**src/rtl/xentry_pkg.sv**
```systemverilog
// Shared types for the xentry memory subsystem: memory operation kinds plus
// the L2 port arbiter's state and requester identifiers.
// Ports: none (package only).
package xentry_pkg;

  typedef enum logic {
    MEM_LOAD  = 1'b0,
    MEM_STORE = 1'b1
  } memory_operation_e;

  typedef enum logic {
    ARB_IDLE = 1'b0,
    ARB_BUSY = 1'b1
  } arb_state_e;

  typedef enum logic {
    REQ_ICACHE = 1'b0,
    REQ_DCACHE = 1'b1
  } requester_e;

  // The requester that did not take the previous grant.
  function automatic requester_e other_requester(input requester_e r);
    return (r == REQ_ICACHE) ? REQ_DCACHE : REQ_ICACHE;
  endfunction

endpackage

```
**src/rtl/l2_rr_picker.sv**
```systemverilog
// Combinational two-way round-robin select between icache and dcache.
// Ports: ic_valid/dc_valid request lines, last_grant history in;
//        grant_valid (any request) and grant_id (winner) out.
module l2_rr_picker
  import xentry_pkg::*;
(
  input  logic       ic_valid,
  input  logic       dc_valid,
  input  requester_e last_grant,
  output logic       grant_valid,
  output requester_e grant_id
);

  always_comb begin
    grant_valid = ic_valid | dc_valid;
    grant_id    = REQ_ICACHE;
    if (ic_valid && dc_valid) begin
      // Only a tie consults history; a lone requester always wins.
      grant_id = other_requester(last_grant);
    end else if (dc_valid) begin
      grant_id = REQ_DCACHE;
    end
  end

endmodule

```
**src/rtl/l2_port_arbiter.sv**
```systemverilog
// Shares one L2 request port between the icache and dcache. A winning request
// is latched and presented to L2 until fulfilled; the completion pulse and
// returned word go to the owner only. Round-robin on ties, non-preemptive.
// Ports: clk, reset (sync, active-low); ic_*/dc_* requester side
//        (address/type/valid/store word in, fetched word/fulfilled out);
//        l2_* L2 side (registered request out, fetched word/fulfilled in).
module l2_port_arbiter
  import xentry_pkg::*;
#(
  parameter int XLEN = 32
) (
  input  logic              clk,
  input  logic              reset,

  input  logic [XLEN-1:0]   ic_req_address,
  input  memory_operation_e ic_req_type,
  input  logic              ic_req_valid,
  input  logic [XLEN-1:0]   ic_word_to_store,
  output logic [XLEN-1:0]   ic_fetched_word,
  output logic              ic_req_fulfilled,

  input  logic [XLEN-1:0]   dc_req_address,
  input  memory_operation_e dc_req_type,
  input  logic              dc_req_valid,
  input  logic [XLEN-1:0]   dc_word_to_store,
  output logic [XLEN-1:0]   dc_fetched_word,
  output logic              dc_req_fulfilled,

  output logic [XLEN-1:0]   l2_req_address,
  output memory_operation_e l2_req_type,
  output logic              l2_req_valid,
  output logic [XLEN-1:0]   l2_word_to_store,
  input  logic [XLEN-1:0]   l2_fetched_word,
  input  logic              l2_req_fulfilled
);

  arb_state_e        state;
  requester_e        owner;
  requester_e        last_grant;
  logic [XLEN-1:0]   lat_address;
  memory_operation_e lat_type;
  logic [XLEN-1:0]   lat_word;

  logic              grant_valid;
  requester_e        grant_id;
  logic              busy;
  logic              done;

  l2_rr_picker u_picker (
    .ic_valid    (ic_req_valid),
    .dc_valid    (dc_req_valid),
    .last_grant  (last_grant),
    .grant_valid (grant_valid),
    .grant_id    (grant_id)
  );

  always_ff @(posedge clk) begin
    if (!reset) begin
      state       <= ARB_IDLE;
      owner       <= REQ_ICACHE;
      // Pretending dcache went last lets icache win the first tie.
      last_grant  <= REQ_DCACHE;
      lat_address <= '0;
      lat_type    <= MEM_LOAD;
      lat_word    <= '0;
    end else begin
      case (state)
        ARB_IDLE: begin
          if (grant_valid) begin
            state      <= ARB_BUSY;
            owner      <= grant_id;
            last_grant <= grant_id;
            if (grant_id == REQ_ICACHE) begin
              lat_address <= ic_req_address;
              lat_type    <= ic_req_type;
              lat_word    <= ic_word_to_store;
            end else begin
              lat_address <= dc_req_address;
              lat_type    <= dc_req_type;
              lat_word    <= dc_word_to_store;
            end
          end
        end
        ARB_BUSY: begin
          // Always drop back to idle: the next grant is decided there,
          // which is what produces the single bubble after each completion.
          if (l2_req_fulfilled) begin
            state <= ARB_IDLE;
          end
        end
        default: state <= ARB_IDLE;
      endcase
    end
  end

  // Reset gates the outputs combinationally so that a completion landing in
  // the reset cycle is dropped rather than pulsed to the owner.
  assign busy = reset && (state == ARB_BUSY);
  assign done = busy && l2_req_fulfilled;

  assign l2_req_valid     = busy;
  assign l2_req_address   = lat_address;
  assign l2_req_type      = lat_type;
  assign l2_word_to_store = lat_word;

  // Return data is steered to the owner only and only in the completion
  // cycle, so neither requester ever sees the other's traffic.
  assign ic_req_fulfilled = done && (owner == REQ_ICACHE);
  assign dc_req_fulfilled = done && (owner == REQ_DCACHE);
  assign ic_fetched_word  = ic_req_fulfilled ? l2_fetched_word : '0;
  assign dc_fetched_word  = dc_req_fulfilled ? l2_fetched_word : '0;

  // Protocol monitors. These are warnings: the hardware tolerates both
  // situations (stray completion ignored, abandoned request still completed).
  a_no_fulfil_when_idle : assert property (
    @(posedge clk) disable iff (!reset)
    (state == ARB_IDLE) |-> !l2_req_fulfilled
  ) else $warning("l2_req_fulfilled seen while arbiter idle; ignored");

  a_ic_holds_valid : assert property (
    @(posedge clk) disable iff (!reset)
    (state == ARB_BUSY && owner == REQ_ICACHE) |-> ic_req_valid
  ) else $warning("icache dropped request valid before fulfilment");

  a_dc_holds_valid : assert property (
    @(posedge clk) disable iff (!reset)
    (state == ARB_BUSY && owner == REQ_DCACHE) |-> dc_req_valid
  ) else $warning("dcache dropped request valid before fulfilment");

endmodule

```
**config.mk**
```make
export PLATFORM = sky130hd
export DESIGN_NAME = l2_port_arbiter
export DESIGN_NICKNAME = d
export VERILOG_FILES = /design/src/rtl/xentry_pkg.sv /design/src/rtl/l2_rr_picker.sv /design/src/rtl/l2_port_arbiter.sv
export SDC_FILE = /design/constraint.sdc
export NUM_CORES = 1
export LEC_CHECK = 0
export CORE_AREA = 2 2 115 117
export CTS_CLUSTER_SIZE = 14
export DETAILED_ROUTE_END_ITERATION = 16
export DIE_AREA = 0 0 117 119
export PLACE_DENSITY = 0.7
export SETUP_SLACK_MARGIN = 0.05
export SLEW_MARGIN = 20
export SYNTH_ARGS = -nofsm -noshare
export SYNTH_HDL_FRONTEND = slang
export SYNTH_SLANG_ARGS = --single-unit
```
**constraint.sdc**
```tcl
create_clock -name clk -period 4.15 [get_ports clk]
set_input_delay 1.245 -clock clk [delete_from_list [all_inputs] [get_ports clk]]
set_output_delay 1.245 -clock clk [all_outputs]
set_load 0.005 [all_outputs]
```
Word-level counts from Yosys, hierarchy flattened --
Cells that the tools add are included. W data, S select, Z words.
Cells by class: add/sub/neg operators 0, $mul 0, div/mod/pow operators 0, order comparisons 0, eq/ne operators 0, shift-type cells 0, mux-type cells 11, bitwise gates (word level) 3, reduce and logical (&&, ||, !) cells 6
Operators by type and width (count):
- $mux W32 | 4
- $mux W1 | 6
- $logic_and A1 B1 Y1 | 5
- $not A1 Y1 | 2
- $pmux W1 S2 | 1
- $reduce_and A2 Y1 | 1
- $or A1 B1 Y1 | 1
Storage, ports and cells: register bits after elaboration 68, latch bits 0, memory bits (writable) 0, memory bits (read-only) 0, bits of input ports 167, output and inout bits 132, logic and storage cells 26, memories kept 0

Depth between registers and ports, before layout --
word-level depth 4, depth in mapped cells 5, gate-level depth less buffers 3

Hierarchy --
Synthesis repeated with hierarchy kept, for this count alone.
Unflattened totals: cell total of the unflattened synthesis 377, area total of the unflattened synthesis 3379.5 um^2
By module, submodules not included:
- l2_port_arbiter | instances 1, cells each 375, area an instance 3365.7 um^2, sequential area each 1361.3 um^2
- l2_rr_picker | instances 1, cells each 2, area an instance 13.8 um^2, sequential area each 0.0 um^2

Least setup slack after synthesis --
Ideal clock, no wire load.
path type input to output, start point input reset, end point output dc_fetched_word[22], data arrival time 1.893 ns, required time 2.905 ns, slack 1.012 ns, stages on the path 4, buffers on the path 1, cell sequence and2_1 > and3_4 > buf_4 > and2_1
On the way: cells in the longest elaborated chain, start to end 4
RTL lines:
- from (decl) | RTL line l2_port_arbiter.sv:13 | input logic reset,
- $logic_and A1 B1 Y1 | RTL line l2_port_arbiter.sv:98 | assign busy = reset && (state == ARB_BUSY);
- $logic_and A1 B1 Y1 | RTL line l2_port_arbiter.sv:99 | assign done = busy && l2_req_fulfilled;
- $logic_and A1 B1 Y1 | RTL line l2_port_arbiter.sv:109 | assign dc_req_fulfilled = done && (owner == REQ_DCACHE);
- net dc_req_fulfilled | RTL line l2_port_arbiter.sv:27 | output logic dc_req_fulfilled,
- $mux W32 | RTL line l2_port_arbiter.sv:111 | assign dc_fetched_word = dc_req_fulfilled ? l2_fetched_word : '0;
- to (decl) | RTL line l2_port_arbiter.sv:26 | output logic [XLEN-1:0] dc_fetched_word,
The timed path passes the listed nets, and every way through them passes these cells.

Worst setup path in the final report --
start point input reset, end point output dc_fetched_word[13]
On the way: cells in the longest elaborated chain, start to end 4
RTL lines (RTL line):
- $logic_and A1 B1 Y1 | l2_port_arbiter.sv:98
- $logic_and A1 B1 Y1 | l2_port_arbiter.sv:99
- $logic_and A1 B1 Y1 | l2_port_arbiter.sv:109
- $mux W32 | l2_port_arbiter.sv:111
No other way between the ends.

==> results.md <==
* Largest net degree at the start of global routing at 69
* Total area of sequential cells at 1361 µm²
* Met1 layer usage reported by global route at 0.1830
* Max rail drop VDD at 0.1707 mV
* Worst EP required at 2900 ps
* Vias in the first global route at 4010
* Maximum fanout encountered on the critical timing path at 8
* H-Tree Depth at 3
* Number of pins with negative max-slew slack in the final report at 0
* Antenna violations before repair at 0
* Min Clock Period, post-route at 3841 ps
* Average vias per placed instance at 4.699
* Area of the multi-input gates at 1772 µm²
* Clock tree from TritonCTS: built
* Lkg Pwr at 2.590 nW
* Fin Clk Skew at 3.159 ps
* Weighted congestion reported at the end of routability-driven placement at 0.8044
* Setup_tns at 0 ps
* Max clock buf depth at 2
* Placement row count at 42
* Number of I/O pins at 299
* Hpwl dp at 10.17 mm
* Clk slew on worst S/H paths at 60 ps
* Post-Syn Instances at 448
* Number of filler instances in the final layout at 1222
* Worst Hold Depth at 2
* Initial core utilization at 0.2602
* Clock buffer count from CTS at 9
* Met3 Resource Use GR at 0.06158
* Transition at the pin with the smallest max-transition slack at 742.3 ps
* Antenna-violating nets left at 0
* Syn avg cell area at 7.476 µm²
* Clk_lat worst skew at 320 ps
* Start point of the worst min-delay path: l2_req_address[4]
* Overall die area at 13920 µm²
* FF-to-FF Start: last_grant
* Number of cells traversed by the worst register-to-register path at 4
* Routed length per placed instance at 15.44 µm
* Final worst path period share at 0.9255
* TritonCTS Sinks at 68
* Number of post-CTS setup repair buffers at 0
* NumNets Final at 893
* Most frequent cells in the layout: 296 x sky130_fd_sc_hd__clkdlybuf4s50_1, 130 x sky130_fd_sc_hd__nand2_1, 68 x sky130_fd_sc_hd__dfxtp_1, 66 x sky130_fd_sc_hd__and2_1, 65 x sky130_fd_sc_hd__a31oi_1
* Hold-fix buffer count after cts at 0
* GRT Max-Usage Layer: met2
* CP arrival at 2600 ps
* Post-synthesis net count at 615
* Count of state elements after synthesis at 68
* Floorplan Core Area at 12870 µm²
* Post-synthesis cell area at 3349 µm²
* Result of the run: finished clean
* Sequential-to-total area share from yosys stat at 0.4064
* Critical Path Sink Type: output port
* PortBufs at 298
* Total number of vias at 4262
* Layout cells sized above 1 at 0.04378
* Yosys Warn Count at 0
* Number of distinct library cells after synthesis at 20
* Final count of hold timing violations at 0
* Total of max-cap violations at 0
* Finish-stage setup viols at 0
* Buffer type at the clock tree root: sky130_fd_sc_hd__clkbuf_16
* Layout Cell Area excl Fill at 6739 µm²
* Worst setup startpoint: reset
* Placed Area at 6375 µm²
* Global routing usage summed across all routing layers at 0.1836
* Startpoint-to-endpoint class of the critical path: input pin to output port
* Total DRC errors in the routed layout at 0
* GR Layer Usage met2 at 0.3486
* Areal power density over the cells at 315.2 nW/µm²
* Most frequent standard cell in the layout excluding fill and tap cells: sky130_fd_sc_hd__clkdlybuf4s50_1
* Die Y at 119 µm
* Total inserted antenna cells at 0
* Total wire length at 14.00 mm
* Number of DRC markers in iteration 0 at 194
* First-pass GRT wire length at 20.04 mm
* Synth-to-Final Area Change at 101.2%
* Die X-Extent at 117 µm
* Max Freq at 260.4 MHz
* Startpoint kind of the worst setup timing path: input pin
* TritonRoute pass-1 iters at 6
* Global-route congestion overflow total at 0
* Rel. slew slack at 0.5052
* RSZ-0062 raised after global routing: no
* Kind of path behind the tightest hold check: flip-flop to flip-flop
## final cells by class
class / instances / area share
clock buffers: 9 / 0.03342
inverters: 3 / 0.001671
well taps: 176 / 0.03268
multi-input cells: 340 / 0.2629
flip-flops and latches: 68 / 0.2020
repair buffers: 304 / 0.4527
clock inverters: 7 / 0.01467
## path summary, 6_finish.rpt
kind,to,slack (ps)
setup / recovery,dc_fetched_word[13],310
hold / removal,l2_req_address[4],530
setup reg to reg,l2_req_address[8],2470
hold reg to reg,l2_req_address[4],530
## kinds of logic (layout without fill, tap and decap cells)
family,Yosys count,in the layout,share of synthesized area
buf+inv,44,323,0.07807
simple gates,199,203,0.2776
compound gates,137,137,0.2380
flops,68,68,0.4064
## sequential cells by signal (all words and copies together), names as in the netlist
name	flops
last_grant	1
l2_req_type	1
owner	1
state	1
l2_req_address	32
l2_word_to_store	32
## Yosys cell counts
library cell	number	share of area
sky130_fd_sc_hd__nand2_1	130	0.15
sky130_fd_sc_hd__dfxtp_1	68	0.41
sky130_fd_sc_hd__and2_1	66	0.12
sky130_fd_sc_hd__a31oi_1	65	0.12
sky130_fd_sc_hd__o21ai_0	63	0.094
sky130_fd_sc_hd__buf_4	11	0.025
sky130_fd_sc_hd__clkbuf_1	11	0.012
sky130_fd_sc_hd__buf_2	9	0.013
sky130_fd_sc_hd__buf_6	5	0.017
sky130_fd_sc_hd__clkbuf_2	5	0.0075
sky130_fd_sc_hd__inv_1	3	0.0034
sky130_fd_sc_hd__o21ai_1	3	0.0045
sky130_fd_sc_hd__and3_4	2	0.0067
sky130_fd_sc_hd__a21bo_2	1	0.0030
sky130_fd_sc_hd__a21boi_2	1	0.0034
sky130_fd_sc_hd__nor2b_1	1	0.0019
sky130_fd_sc_hd__o21a_1	1	0.0022
sky130_fd_sc_hd__o21ba_4	1	0.0049
sky130_fd_sc_hd__o22ai_1	1	0.0019
sky130_fd_sc_hd__o311ai_0	1	0.0026
## critical path: stages
cell,delay (ps)
sky130_fd_sc_hd__buf_2,80
sky130_fd_sc_hd__and2_1,260
sky130_fd_sc_hd__and3_2,320
sky130_fd_sc_hd__and2_1,150
sky130_fd_sc_hd__clkdlybuf4s50_1,540
## timing repair
item | in CTS | in global routing
setup endpoints to repair | 2 | 49
cloned | 0 | 4
pin swaps | 2 | 2
resized for setup | 0 | 3
## through the flow
step | setup slack, ps | hold WS [ps] | instances | utilization | power [mW]
2_1_floorplan | 1012 | 509.5 | 448 | - | 0.9525
3_3_place_gp | 50.85 | 510.7 | 887 | 0.4951 | 1.288
3_5_place_dp | 15.41 | 521.8 | 887 | 0.4951 | 1.300
4_1_cts | 19.81 | 529.8 | 903 | 0.5203 | 2.153
5_1_grt | 238.3 | 549.5 | 907 | 0.5234 | 2.229
6_report | 309.2 | 532.6 | 907 | 0.5234 | 2.124
## metal layers
metal  wire length, µm  part of all wire  vias to the layer above
met5                 0                 0                        -
met4               310             0.022                        0
met3              1288             0.092                       23
met2              7127              0.51                      193
met1              5276              0.38                     1955
li1                  -                 -                     2091
## where the power goes
part	switching (mW)	total [mW]	internal, mW
registers	0.0354	0.758	0.723
clock network	0.306	0.837	0.530
logic	0.202	0.530	0.328
Note: power is estimated with default switching activity, not from simulation.
